**src/rtl/criq_reader.sv**
```systemverilog
// Consumer end of a circular request queue: pops queue entries into a 2-entry
// skid buffer and delivers them downstream over a valid/ready handshake.
module criq_reader #(
  parameter int DATAWIDE = 32,
  parameter int CNTWIDE  = 16,
  parameter int FLUSHCYC = 2
) (
  input  logic                Clk,
  input  logic                Rest,
  input  logic                Stall,
  input  logic                Flush,
  input  logic [DATAWIDE-1:0] QueuePreOut,
  input  logic                QueueEmpty,
  output logic                QueueRable,
  output logic                QueueClean,
  output logic                OutValid,
  output logic [DATAWIDE-1:0] OutData,
  input  logic                OutReady,
  output logic                Busy,
  output logic [CNTWIDE-1:0]  DeliverCnt
);

  typedef enum logic {
    ST_RUN   = 1'b0,
    ST_FLUSH = 1'b1
  } state_t;

  localparam logic [3:0]         FLUSH_LAST = 4'(FLUSHCYC - 1);
  localparam logic [CNTWIDE-1:0] CNT_ONE    = CNTWIDE'(1);

  state_t              r_state;
  logic [3:0]          r_flush_cnt;
  logic [1:0]          r_count;
  logic [DATAWIDE-1:0] r_head;
  logic [DATAWIDE-1:0] r_tail;
  logic [CNTWIDE-1:0]  r_deliver_cnt;

  logic w_xfer;
  logic w_room;
  logic w_push;

  // The buffer is held empty in FLUSH, so occupancy alone gives valid.
  assign OutValid   = (r_count != 2'd0);
  assign OutData    = r_head;
  assign Busy       = (r_state == ST_FLUSH) | (r_count != 2'd0);
  assign DeliverCnt = r_deliver_cnt;

  assign w_xfer = OutValid & OutReady;

  // NOTE: every signal assigned in always_comb gets a default first so no latch is inferred.
  always_comb begin
    w_room = 1'b0;
    case (r_count)
      2'd0, 2'd1: w_room = 1'b1;
      2'd2:       w_room = w_xfer;
      default:    w_room = 1'b0;
    endcase
  end

  // Strobes are gated by reset so nothing reaches the queue while held in reset.
  assign w_push     = Rest & (r_state == ST_RUN) & ~Flush & ~Stall & ~QueueEmpty & w_room;
  assign QueueRable = w_push;
  assign QueueClean = Rest & Flush;

  // NOTE: sequential state is written with non-blocking assignments only.
  always_ff @(posedge Clk or negedge Rest) begin
    if (!Rest) begin
      r_state     <= ST_RUN;
      r_flush_cnt <= 4'd0;
    end else begin
      case (r_state)
        ST_RUN: begin
          if (Flush) begin
            r_state     <= ST_FLUSH;
            r_flush_cnt <= 4'd0;
          end
        end
        ST_FLUSH: begin
          if (Flush) begin
            r_flush_cnt <= 4'd0;
          end else if (r_flush_cnt == FLUSH_LAST) begin
            r_state     <= ST_RUN;
            r_flush_cnt <= 4'd0;
          end else begin
            r_flush_cnt <= r_flush_cnt + 4'd1;
          end
        end
        default: begin
          r_state     <= ST_RUN;
          r_flush_cnt <= 4'd0;
        end
      endcase
    end
  end

  // Shift-style FIFO: r_head is always the oldest entry and reads as zero when empty.
  // NOTE: the two data slots are reset because OutData must read zero out of reset.
  always_ff @(posedge Clk or negedge Rest) begin
    if (!Rest) begin
      r_count <= 2'd0;
      r_head  <= '0;
      r_tail  <= '0;
    end else if (Flush) begin
      r_count <= 2'd0;
      r_head  <= '0;
      r_tail  <= '0;
    end else begin
      case ({w_push, w_xfer})
        2'b11: begin
          if (r_count == 2'd1) begin
            r_head <= QueuePreOut;
          end else begin
            r_head <= r_tail;
            r_tail <= QueuePreOut;
          end
        end
        2'b10: begin
          if (r_count == 2'd0) begin
            r_head  <= QueuePreOut;
            r_count <= 2'd1;
          end else begin
            r_tail  <= QueuePreOut;
            r_count <= 2'd2;
          end
        end
        2'b01: begin
          if (r_count == 2'd1) begin
            r_head  <= '0;
            r_count <= 2'd0;
          end else begin
            r_head  <= r_tail;
            r_tail  <= '0;
            r_count <= 2'd1;
          end
        end
        default: ;
      endcase
    end
  end

  // A head accepted in the flush cycle still counts as delivered.
  always_ff @(posedge Clk or negedge Rest) begin
    if (!Rest) begin
      r_deliver_cnt <= '0;
    end else if (w_xfer) begin
      r_deliver_cnt <= r_deliver_cnt + CNT_ONE;
    end
  end

endmodule
```
**config.mk**
```make
export PLATFORM = sky130hd
export DESIGN_NAME = criq_reader
export DESIGN_NICKNAME = d
export VERILOG_FILES = /design/src/rtl/criq_reader.sv
export SDC_FILE = /design/constraint.sdc
export NUM_CORES = 1
export LEC_CHECK = 0
export ABC_AREA = 1
export ABC_CLOCK_PERIOD_IN_PS = 1770
export BUFFER_PORTS_ARGS = -buffer_cell sky130_fd_sc_hd__buf_2
export CORE_UTILIZATION = 45
export CTS_CLUSTER_DIAMETER = 150
export DETAILED_ROUTE_END_ITERATION = 16
export PLACE_DENSITY = 0.66
export SETUP_SLACK_MARGIN = 0.15
export SLEW_MARGIN = 5
export SYNTH_ARGS = -nofsm -noshare
export SYNTH_HDL_FRONTEND = slang
export SYNTH_SLANG_ARGS = --single-unit
```
**constraint.sdc**
```tcl
create_clock -name Clk -period 1.77 [get_ports Clk]
set_input_delay 0.2655 -clock Clk [delete_from_list [all_inputs] [get_ports Clk]]
set_output_delay 0.2655 -clock Clk [all_outputs]
set_load 0.05 [all_outputs]
```
==> impl_metrics.ini <==
[global_route]
grt_max_degree = 88
grt_pass1_vias = 4253
antenna_found_initial = 0
gr-total-overflow = 0
grtUsageTotal_pct = 23.1
grt_pass1_wl_um = 20200

[logic_synthesis]
syn-cell-area_um2 = 4660
yosysWarnings = 0
synth-seq-cells = 87
yosysSeqAreaShare_pct = 46.7
synth.distinct_cells = 24
syn-mean-instance-area_um2 = 7.27
synth_cells = 642
synthesis.nets = 683

[power_and_ir_drop]
power.total_mw = 6.72
powerDensity_nw_per_um2 = 1120
leakagePower_nw = 3.36
vdd_drop_max_mv = 0.543

[drt]
drt-wirelength-per-cell_um = 14.3
viasPerCell = 5.02
num_vias = 4475
ant_nets = 0
wirelength_um = 12700
drc = 0
drt-initial-drc-count = 238
drt_first_pass_iters = 5

[final_layout]
layout_commonest_cell = nand2_1
finalNetCount = 794
utilization_pct = 60.6
final_cell_mix = nand2_1, buf_2, nand3_1
fin_cells = 891
drive_gt1_share_pct = 24.9
fillers = 923
syn2layout_area_growth_pct = 28.8
n_antenna_cell = 0

[worst_setup_path]
reg2reg_depth = 10
worst_setup_path_end_kind = primary output
crit_start = r_count[0]
cp_slowest_cell = dfrtp_1
path_common_cell = nand2_2
cp.arrival_ns = 1.44
path_depth = 7
crit_path_cell_trace = inv_2 > nand2_2 > nand2_2 > nand3_4 > buf_6 > inv_4 > buf_8
regToRegSetupSlack_ns = 0.11
start_kind = flop
r2r_end = r_tail[26]
path_class = flop to primary output
rr_startpoint = r_count[0]
slowest_delay_ns = 0.42
critPathMaxFanout = 3
cp.required_ns = 1.50
cp_top_family = flip-flops
crit_path_end = QueueRable
critPathBufInv = 4

[hold_path]
hp-class = primary input to asynchronous set/reset pin

[clock_network]
clkLatencyLatePin_ns = 0.36
cts-root-buf = clkbuf_8
cts_buffer_depth = 2
cts.sinks = 87
clkTransAtPathRegs_ns = 0.09
cts_made_buffers = 9
cts_tree = yes
htree_levels = 3

[timing]
setup_viol = 0
min_period_ns = 1.70
fin_worst_skew_ns = 0.0110
rsz0062_at_grt = true
hold_viol_final = 34
holdWs_ns = -0.0318
slew_violations = 0
finalCritPeriodShare_pct = 96.2
worstMarginPinSlew_ns = 0.476
max_freq_ghz = 0.587
slew_headroom_pct = 68.3
fin_tns_setup_ns = 0

[floorplanning]
die_h_um = 104
die_w_um = 104
io_pins = 90
core-area_um2 = 9910
num_rows = 36
initial_core_util_pct = 47.1
dieArea_um2 = 10800

[placed_design]
gp_congestion = 0.818
portBuffers = 89
dp.cells = 857
hpwl_um = 8040

[outcome]
status = complete, but fails checks
violations = hold timing

[flow_run]
drv_cap = 0
[worst reg2reg max path, cell delays in order, from the launching register on]
cell       delay, ns
dfrtp_1         0.42
inv_2           0.09
nand2_2         0.06
nand2_2         0.09
nand3_4         0.09
buf_6           0.15
buf_6           0.11
nand3_4         0.12
nand2_8         0.11
clkbuf_16       0.19
o21ai_1         0.15
[metrics by stage]
stage          hold WS, ns  area, um2  setup WS (ns)
3_5_place_dp         0.393       5350          0.104
4_1_cts            0.00292       5660         0.0915
3_3_place_gp         0.387       5350          0.159
6_report           -0.0318       6010         0.0670
2_1_floorplan      -0.0301       4680          0.191
5_1_grt             0.0116       6010         0.0227
[cell families after synthesis]
logic type	synth area share, %
and+or+nand+nor	35.9
buffers and inverters	9.23
DFF	46.7
AOI/OAI and AO/OA	4.40
xor gates and xnor gates	3.00
adders and majority gates	0.805
[flip-flops by register name, indices dropped and copies added, names as in the netlist]
register,count
DeliverCnt,16
r_count,2
r_flush_cnt,4
r_state,1
r_tail,32
OutData,32
[power breakdown]
| part | leakage (nW) | total (mW) | internal, mW | switching (mW) |
|---|---|---|---|---|
| combinational | 2.12 | 2.61 | 0.826 | 1.78 |
| clock | 0.104 | 1.52 | 0.794 | 0.724 |
| sequential | 1.13 | 2.60 | 2.34 | 0.264 |
[metal layers]
metal | GRT usage (%) | wire, um | up-vias
li1 | - | - | 2224
met1 | 31.1 | 5730 | 2110
met2 | 37.9 | 6140 | 125
met3 | 2.96 | 646 | 16
met4 | 8.78 | 202 | 0
met5 | 0 | 0 | -
[Yosys cell counts]
master / number / area, um2
buf_4: 11 / 82.6
xor2_1: 10 / 87.6
nor3_1: 8 / 40.0
nand3_1: 90 / 450
o22ai_1: 4 / 25.0
clkbuf_1: 6 / 22.5
nor2_2: 4 / 25.0
buf_1: 1 / 3.75
dfrtp_1: 87 / 2180
nand2_2: 3 / 18.8
o21ai_0: 23 / 115
buf_6: 2 / 22.5
nor2_1: 11 / 41.3
or2_2: 1 / 6.26
nand4_1: 3 / 18.8
nand2_1: 277 / 1040
inv_1: 61 / 229
ha_1: 3 / 37.5
inv_2: 4 / 15.0
o21ai_1: 13 / 65.1
nand2_4: 1 / 11.3
buf_2: 11 / 55.1
xnor2_1: 6 / 52.6
nor2_4: 2 / 22.5
[worst min path at each step]
stage | from | endpoint | slack (ns) | cells after the start
floorplan | Rest | DeliverCnt[0] | -0.03 | 0
global placement | Rest | DeliverCnt[12] | 0.39 | 2
detailed placement | Rest | DeliverCnt[8] | 0.39 | 2
CTS | Rest | OutData[12] | 0.003 | 2
global route | Rest | DeliverCnt[10] | 0.01 | 2
finish | Rest | DeliverCnt[8] | -0.03 | 2
[what timing repair did]
item                       CTS  global route
gates cloned                 0             8
hold buffers                 0             0
resized for setup           24            51
pin swaps                    2             8
setup endpoints to repair   33            67
buffers inserted             4             6
[layout make-up]
| cell class | count | area, um2 | area share (%) |
|---|---|---|---|
| flip-flops and latches | 87 | 2190 | 36.4 |
| clock buffers | 12 | 135 | 2.25 |
| inverters | 65 | 251 | 4.18 |
| clock inverters | 4 | 70.1 | 1.17 |
| well taps | 133 | 166 | 2.77 |
| multi-input cells | 460 | 2220 | 36.9 |
| repair buffers | 130 | 981 | 16.3 |
(Power assumes the default switching activity.)
